File: config.mk
export PLATFORM = sky130hd
export DESIGN_NAME = mode_report_tx
export DESIGN_NICKNAME = d
export VERILOG_FILES = /design/src/rtl/mode_pkg.sv /design/src/rtl/uart_tx_core.sv /design/src/rtl/mode_report_tx.sv
export SDC_FILE = /design/constraint.sdc
export NUM_CORES = 1
export LEC_CHECK = 0
export ABC_AREA = 0
export CAP_MARGIN = 30
export CORE_UTILIZATION = 35
export DETAILED_ROUTE_END_ITERATION = 10
export SLEW_MARGIN = 20
export SYNTH_ARGS = -nofsm -noshare
export SYNTH_HDL_FRONTEND = slang
export SYNTH_SLANG_ARGS = --single-unit
File: constraint.sdc
create_clock -name clk -period 1.7 [get_ports clk]
set_clock_uncertainty 0.1 [all_clocks]
set_input_delay 0.255 -clock clk [delete_from_list [all_inputs] [get_ports clk]]
set_output_delay 0.255 -clock clk [all_outputs]
set_load 0.02 [all_outputs]
File: src/rtl/mode_pkg.sv
// Shared definitions for the mode status reporter: status codes, tx FSM states
// and the mode-to-code mapping.
package mode_pkg;

  localparam logic [7:0] CODE_MANUAL  = 8'h00;
  localparam logic [7:0] CODE_AUTO    = 8'hFF;
  localparam logic [7:0] CODE_OFF     = 8'h5A;
  localparam logic [7:0] CODE_ILLEGAL = 8'hEE;

  typedef enum logic [1:0] {
    IDLE  = 2'd0,
    START = 2'd1,
    DATA  = 2'd2,
    STOP  = 2'd3
  } tx_state_e;

  // mode is {manual_on, auto_on}
  function automatic logic [7:0] mode_code(input logic [1:0] mode);
    logic [7:0] code;
    case (mode)
      2'b10:   code = CODE_MANUAL;
      2'b01:   code = CODE_AUTO;
      2'b00:   code = CODE_OFF;
      default: code = CODE_ILLEGAL;
    endcase
    return code;
  endfunction

endpackage

File: src/rtl/uart_tx_core.sv
// UART 8N1 serializer with a valid/ready byte input; the byte is captured at
// launch so the frame in flight is immune to later input changes.
module uart_tx_core
  import mode_pkg::*;
#(
  parameter int unsigned CLKS_PER_BIT = 434
) (
  input  logic       clk,
  input  logic       rst_n,
  input  logic [7:0] data,
  input  logic       valid,
  output logic       ready,
  output logic       uart_tx,
  output logic       busy
);

  localparam int unsigned CNT_W = (CLKS_PER_BIT > 1) ? $clog2(CLKS_PER_BIT) : 1;
  localparam logic [CNT_W-1:0] CNT_LAST = CNT_W'(CLKS_PER_BIT - 1);

  tx_state_e        state, state_n;
  logic [CNT_W-1:0] cnt, cnt_n;
  logic [2:0]       bit_idx, bit_idx_n;
  logic [7:0]       shreg, shreg_n;
  logic             uart_tx_n, busy_n;
  logic             bit_done;

  assign bit_done = (cnt == CNT_LAST);
  assign ready    = (state == IDLE);

  always_ff @(posedge clk) begin
    if (!rst_n) begin
      state   <= IDLE;
      cnt     <= '0;
      bit_idx <= '0;
      shreg   <= '0;
      uart_tx <= 1'b1;
      busy    <= 1'b0;
    end else begin
      state   <= state_n;
      cnt     <= cnt_n;
      bit_idx <= bit_idx_n;
      shreg   <= shreg_n;
      uart_tx <= uart_tx_n;
      busy    <= busy_n;
    end
  end

  // Next-state logic; line level and busy are computed one cycle ahead and registered.
  always_comb begin
    state_n   = state;
    cnt_n     = cnt;
    bit_idx_n = bit_idx;
    shreg_n   = shreg;
    uart_tx_n = uart_tx;
    busy_n    = busy;
    case (state)
      IDLE: begin
        uart_tx_n = 1'b1;
        busy_n    = 1'b0;
        cnt_n     = '0;
        bit_idx_n = '0;
        if (valid) begin
          state_n   = START;
          shreg_n   = data;
          uart_tx_n = 1'b0;
          busy_n    = 1'b1;
        end
      end
      START: begin
        cnt_n = bit_done ? '0 : cnt + 1'b1;
        if (bit_done) begin
          state_n   = DATA;
          uart_tx_n = shreg[0];
        end
      end
      DATA: begin
        cnt_n = bit_done ? '0 : cnt + 1'b1;
        if (bit_done) begin
          if (bit_idx == 3'd7) begin
            state_n   = STOP;
            uart_tx_n = 1'b1;
          end else begin
            bit_idx_n = bit_idx + 3'd1;
            shreg_n   = {1'b0, shreg[7:1]};
            uart_tx_n = shreg[1];
          end
        end
      end
      STOP: begin
        cnt_n = bit_done ? '0 : cnt + 1'b1;
        if (bit_done) begin
          state_n = IDLE;
          busy_n  = 1'b0;
        end
      end
      default: begin
        state_n   = IDLE;
        uart_tx_n = 1'b1;
        busy_n    = 1'b0;
      end
    endcase
  end

endmodule

File: src/rtl/mode_report_tx.sv
// Reports mode-selector changes to the Arduino as one-byte status frames and
// forwards host bytes over the same UART; pending status always wins.
module mode_report_tx
  import mode_pkg::*;
#(
  parameter int unsigned CLKS_PER_BIT = 434
) (
  input  logic       clk,
  input  logic       rst_n,
  input  logic       manual_on,
  input  logic       auto_on,
  input  logic [7:0] tx_data,
  input  logic       tx_valid,
  output logic       tx_ready,
  output logic       uart_tx,
  output logic       busy
);

  logic [1:0] mode_in_c;
  logic [1:0] mode_q;
  logic       status_pending;
  logic [7:0] status_code;
  logic       core_ready;
  logic       core_valid_c;
  logic [7:0] core_data_c;
  logic       mode_change_c;
  logic       status_launch_c;

  assign mode_in_c       = {manual_on, auto_on};
  assign mode_change_c   = (mode_in_c != mode_q);
  assign status_launch_c = core_ready && status_pending;

  assign core_valid_c = status_pending || tx_valid;
  assign core_data_c  = status_pending ? status_code : tx_data;
  assign tx_ready     = core_ready && !status_pending;

  // A change seen in the same cycle as a launch re-arms the report with the new code.
  always_ff @(posedge clk) begin
    if (!rst_n) begin
      mode_q         <= 2'b00;
      status_pending <= 1'b0;
      status_code    <= '0;
    end else begin
      mode_q <= mode_in_c;
      if (mode_change_c) begin
        status_pending <= 1'b1;
        status_code    <= mode_code(mode_in_c);
      end else if (status_launch_c) begin
        status_pending <= 1'b0;
      end
    end
  end

  uart_tx_core #(
    .CLKS_PER_BIT(CLKS_PER_BIT)
  ) u_core (
    .clk    (clk),
    .rst_n  (rst_n),
    .data   (core_data_c),
    .valid  (core_valid_c),
    .ready  (core_ready),
    .uart_tx(uart_tx),
    .busy   (busy)
  );

endmodule

After elaboration in Yosys (flattened, before gate mapping)
Index checks and enable logic that the tools add are counted.

storage, ports and cells
  word-level logic and storage cells = 68
  bits in registers = 35

operators by class
  add/sub/neg operators = 2
  reduce and logical (&&, ||, !) cells = 16
  mux-type cells = 27
  equality and inequality tests = 14

operator list
  operator               count
  $mux W8                4
  $pmux W8 S3            1
  $pmux W9 S2            1
  $pmux W8 S2            1
  $mux W2                5
  $ne A2 B1 Y1 const B   5
  $add A9 B1 Y9 const B  1
  $eq A9 B9 Y1 const B   1
  $mux W9                1
  $mux W1                8
  $pmux W2 S4            1
  $eq A2 B2 Y1 const B   3
  $mux W3                2
  $pmux W3 S2            1
  $reduce_and A3 Y1      2
  $reduce_bool A2 Y1     3
  $reduce_and A5 Y1      1
  $eq A2 B1 Y1 const B   2
  $logic_not A2 Y1       2
  $reduce_and A4 Y1      1
  $add A3 B1 Y3 const B  1
  $eq A3 B3 Y1 const B   1
  $pmux W1 S3            1
  $reduce_bool A3 Y1     1
  8 further kinds        9

Longest topological paths before layout
  depth in word-level cells = 4
  gate-level depth with buffers = 7

By module
From an unflattened synthesis, not the netlist that was laid out.

unflattened totals
  cell total of the unflattened synthesis = 187
  area total of the unflattened synthesis = 1,642.8 um^2

modules (own cells, without submodules)
  module          area each (um^2)  seq. area each (um^2)  times used  cells an instance
  uart_tx_core    1,258.7           480.5                  1           141
  mode_report_tx  384.1             140.1                  1           46

Least setup slack after synthesis
OpenSTA, ideal clock, no wires.

  kind = register to register
  start point = reg u_core.bit_idx[0]
  end point = reg u_core.bit_idx[0]
  required time = 1,537 ps
  arrival time = 1,648 ps
  path slack = -111 ps
  cell stages (with the launch flop) = 7
  period minus slack after synthesis = 1,811 ps
  path through = dfxtp_1 -> ha_1 -> ha_1 -> nor2b_1 -> or3b_4 -> mux2_4 -> nor2_2

on the way
  word-level cells in the longest chain between the ends = 4
  elaborated cells on any way between the ends = 7
  classes of those cells = 1 x add/sub; 2 x eq/ne; 3 x mux; 1 x reduce/logical

ends and longest elaborated chain
  what                    RTL line            RTL
  from (decl)             uart_tx_core.sv:22  logic [2:0] bit_idx, bit_idx_n;
  from (signal assigned)  uart_tx_core.sv:41  bit_idx <= bit_idx_n;
  $add A3 B1 Y3           uart_tx_core.sv:83  bit_idx_n = bit_idx + 3'd1;
  $mux W3                 uart_tx_core.sv:79  if (bit_idx == 3'd7) begin
  $mux W3                 uart_tx_core.sv:78  if (bit_done) begin
  $pmux W3 S2             uart_tx_core.sv:56  case (state)

Several ways; a longest one is shown, not always the timed one. The select of a mux whose other input is x is not followed.
A chain may end at the register's enable or synchronous reset.

Final worst setup path
  start point = reg u_core.state[0]
  end point = reg u_core.state[1]

on the way
  word-level cells in the longest chain between the ends = 3
  elaborated cells on any way between the ends = 11
  classes of those cells = 8 x eq/ne; 1 x mux; 2 x reduce/logical

ends and longest elaborated chain
  what                                  RTL line            RTL
  from (decl)                           uart_tx_core.sv:20  tx_state_e state, state_n;
  from (signal assigned)                uart_tx_core.sv:39  state <= state_n;
  $eq A2 B2 Y1 (tied with other cells)  uart_tx_core.sv:56
  $ne A2 B1 Y1 (no source line)         -
  $reduce_and A5 Y1 (no source line)    -

Several ways; a longest one is shown, not always the timed one.

==> out/results.ini <==
[sta]
period_minus_slack_ns=1.74
finalHoldWorstSlack_ns=0.367
achievable-frequency_mhz=574
slew_headroom_pct=75.5
timing_max_transition_violations_final=0
final.setup.tns_ns=-0.100
fin_crit_sh_pct=102
rsz_0062_raised_after_global_routing=true
setup_viol=3
final_hold_viol_count=0
fin_ws_ns=-0.0411
worst_slew_pin_slew_ns=0.367

[setup_path]
crit_fanout=4
worst_path_largest_cell_delay_ns=0.40
worst-endpoint-arrival_ns=1.84
timing.reg2reg.worst_path_depth=5
worstSetupPathType=reg2reg
critical_path_sink_type=register
cp.required_ns=1.79
critical_path.cell_chain=inv_1, ha_4, or3_4, a221oi_4, mux2i_1
start_kind=register
cpMaxStageDelayCell=sky130_fd_sc_hd__or3_4

[clocking]
clock_sinks=31
clk-insertion-delay-late_ns=0.28
cts_buffers=5
clk_pin_slew_ns=0.07
cts_tree=done
cts_root_buffer=sky130_fd_sc_hd__clkbuf_8
post_cts_hold_buffer_count=0
cts_htree_levels=2
max-clock-path-buffers=2

[pwr]
ir_worst_vdd_v=0.000500
fin_total_pwr_mw=2.71
leakage_nw=0.860
power_density_over_cell_area_mw_per_mm2=1240

[global_route]
grt_usage_pct=15.2
pin_count_of_the_biggest_net_entering_global_routing=20
antenna_found_initial=0
grt_pass1_wl_microns=5840
grt_overflow_total=0
first_global_vias=1301

[run]
drv_cap=0

[final_layout]
final_common_cell=sky130_fd_sc_hd__buf_4
layout.filler_cells=405
final_cell_mix=sky130_fd_sc_hd__buf_4 (28), sky130_fd_sc_hd__dfxtp_1 (25), sky130_fd_sc_hd__nor2_1 (18), sky130_fd_sc_hd__nand2_1 (16), sky130_fd_sc_hd__clkdlybuf4s50_1 (14)
num_antenna_cells=0
area_growth_from_synthesis_to_layout_pct=38.5
nets=248
finish.utilization_pct=50.2
layout-drive-gt1-share_pct=26.8
fin_cells=280
finish.instance_area_sq_mm=0.00218

[synth]
post_synth.cell_area_avg_sq_um=8.72
synth.yosys.seq_area_share_pct=39.3
synthDistinctLibCells=40
syn-num-nets=202
yosys_register_bits=31
post_synth_inst_count=181
mapped_area_sq_mm=0.00158
synth.yosys.warnings=0

[floorplan]
io_pins=16
area_inside_the_core_boundary_sq_mm=0.00435
die-area_sq_mm=0.00478
fp-row-count=24
initial_core_util_pct=36.2
chipHeight_microns=69.1
die_width_microns=69.1

[detailed_routing]
drt-initial-drc-count=63
routed_wl_microns=3480
drt-pass1-iter-count=6
remaining_drc_errors=0
route.antenna.remaining_nets=0
avgRoutedWirePerCell_microns=12.4
vias_per_cell=4.94
num_vias=1382

[place]
dpl.cell_count=270
buffer_ports.inserted=15
place_area_sq_mm=0.00201
hpwlAfterDp_microns=2490
place_worst_setup_slack_ns=-0.0198
final_replace_weighted_congestion=0.842

[hold_path]
worst_hold_path_type=reg2reg
hold_path_depth=2

[outcome]
status=finished with violations
failed_checks=negative setup slack

## registers in the layout (all words and copies together) (netlist names)
register        flops
u_core.cnt          9
u_core.shreg        8
status_code         4
u_core.bit_idx      3
mode_q              2
u_core.state        2
status_pending      1
u_core.busy         1
u_core.uart_tx      1
## path summary, 6_finish.rpt
check | start | endpoint | slack (ns)
max reg2reg | u_core.state[0] | u_core.state[1] | -0.04
max | u_core.state[0] | u_core.state[1] | -0.04
min reg2reg | status_code[0] | status_code[0] | 0.37
min | status_code[0] | status_code[0] | 0.37
## synth_stat cells (all sizes together)
library cell	count	area share, %
mux2	1	0.95
clkbuf	4	0.95
clkinv	1	0.24
or2	1	0.40
buf	1	0.32
and2	6	2.4
nand2	16	3.8
or3b	1	0.71
xor2	3	1.7
o31a	1	0.56
nor3	1	0.32
a211oi	1	0.48
nand3	11	3.5
or3	2	0.79
o311ai	1	0.56
nand2b	2	0.79
nor2b	1	0.40
mux2i	11	7.0
a311o	1	0.63
a311oi	1	0.56
a21boi	1	0.48
o31ai	1	0.79
a31oi	1	0.40
nand4	1	0.40
dfxtp	31	39
nand3b	2	0.95
and3	1	0.40
nor2	20	4.9
o211a	1	0.63
inv	6	1.4
a21o	1	0.48
o21ai	18	5.7
nand4bb	1	1.7
a221oi	1	0.95
nand4b	1	0.56
o22ai	1	0.40
xnor2	6	3.3
ha	8	6.3
a21oi	12	3.8
## metal layers
metal / vias up / GRT usage (%) / part of all wire (%)
met5: - / 0 / 0
met4: 0 / 4.76 / 0.49
met3: 4 / 4.53 / 2.9
met2: 13 / 23.6 / 46
met1: 639 / 20.1 / 51
li1: 726 / - / -
## power by group
part	internal [mW]	switching [mW]	total, mW
Combinational	0.579	0.645	1.22
Clock	0.287	0.266	0.553
Sequential	0.855	0.0802	0.936
Total	1.72	0.991	2.71
## worst max-delay path, delay by kind of cell (launching register included)
kind / cells / cell delay, ns
AOI/OAI and AO/OA: 1 / 0.30
adders and majority gates: 1 / 0.18
buffers and inverters: 1 / 0.08
DFF: 1 / 0.34
muxes: 1 / 0.25
and+or+nand+nor: 1 / 0.40
## area by class of cell
type / instances / area (sq um) / share of cell area (%)
multi-input cells: 138 / 1010 / 46.4
clock buffers: 7 / 76.3 / 3.49
repair buffers: 44 / 367 / 16.8
flip-flops and latches: 31 / 631 / 28.9
well taps: 52 / 65.1 / 2.98
clock inverters: 1 / 5.00 / 0.229
inverters: 7 / 26.3 / 1.20
## logic make-up (layout without fill, tap and decap cells)
kind of cell	count (synthesis)	count (layout)	share of synthesized area [%]
flip-flops	31	31	39.3
AO/OA/AOI/OAI	42	42	16.4
adder cells (fa/ha/maj)	8	8	6.34
buffers and inverters	12	59	2.93
AND/OR/NAND/NOR	67	67	22.0
multiplexers	12	12	7.93
XOR/XNOR	9	9	5.00
## timing repair
item | 4_1_cts | 5_1_grt
buffers inserted | 0 | 2
pin swaps | 0 | 11
gates resized for setup | 5 | 27
setup endpoints to repair | 4 | 23
Note: power is estimated with default switching activity, not from simulation.
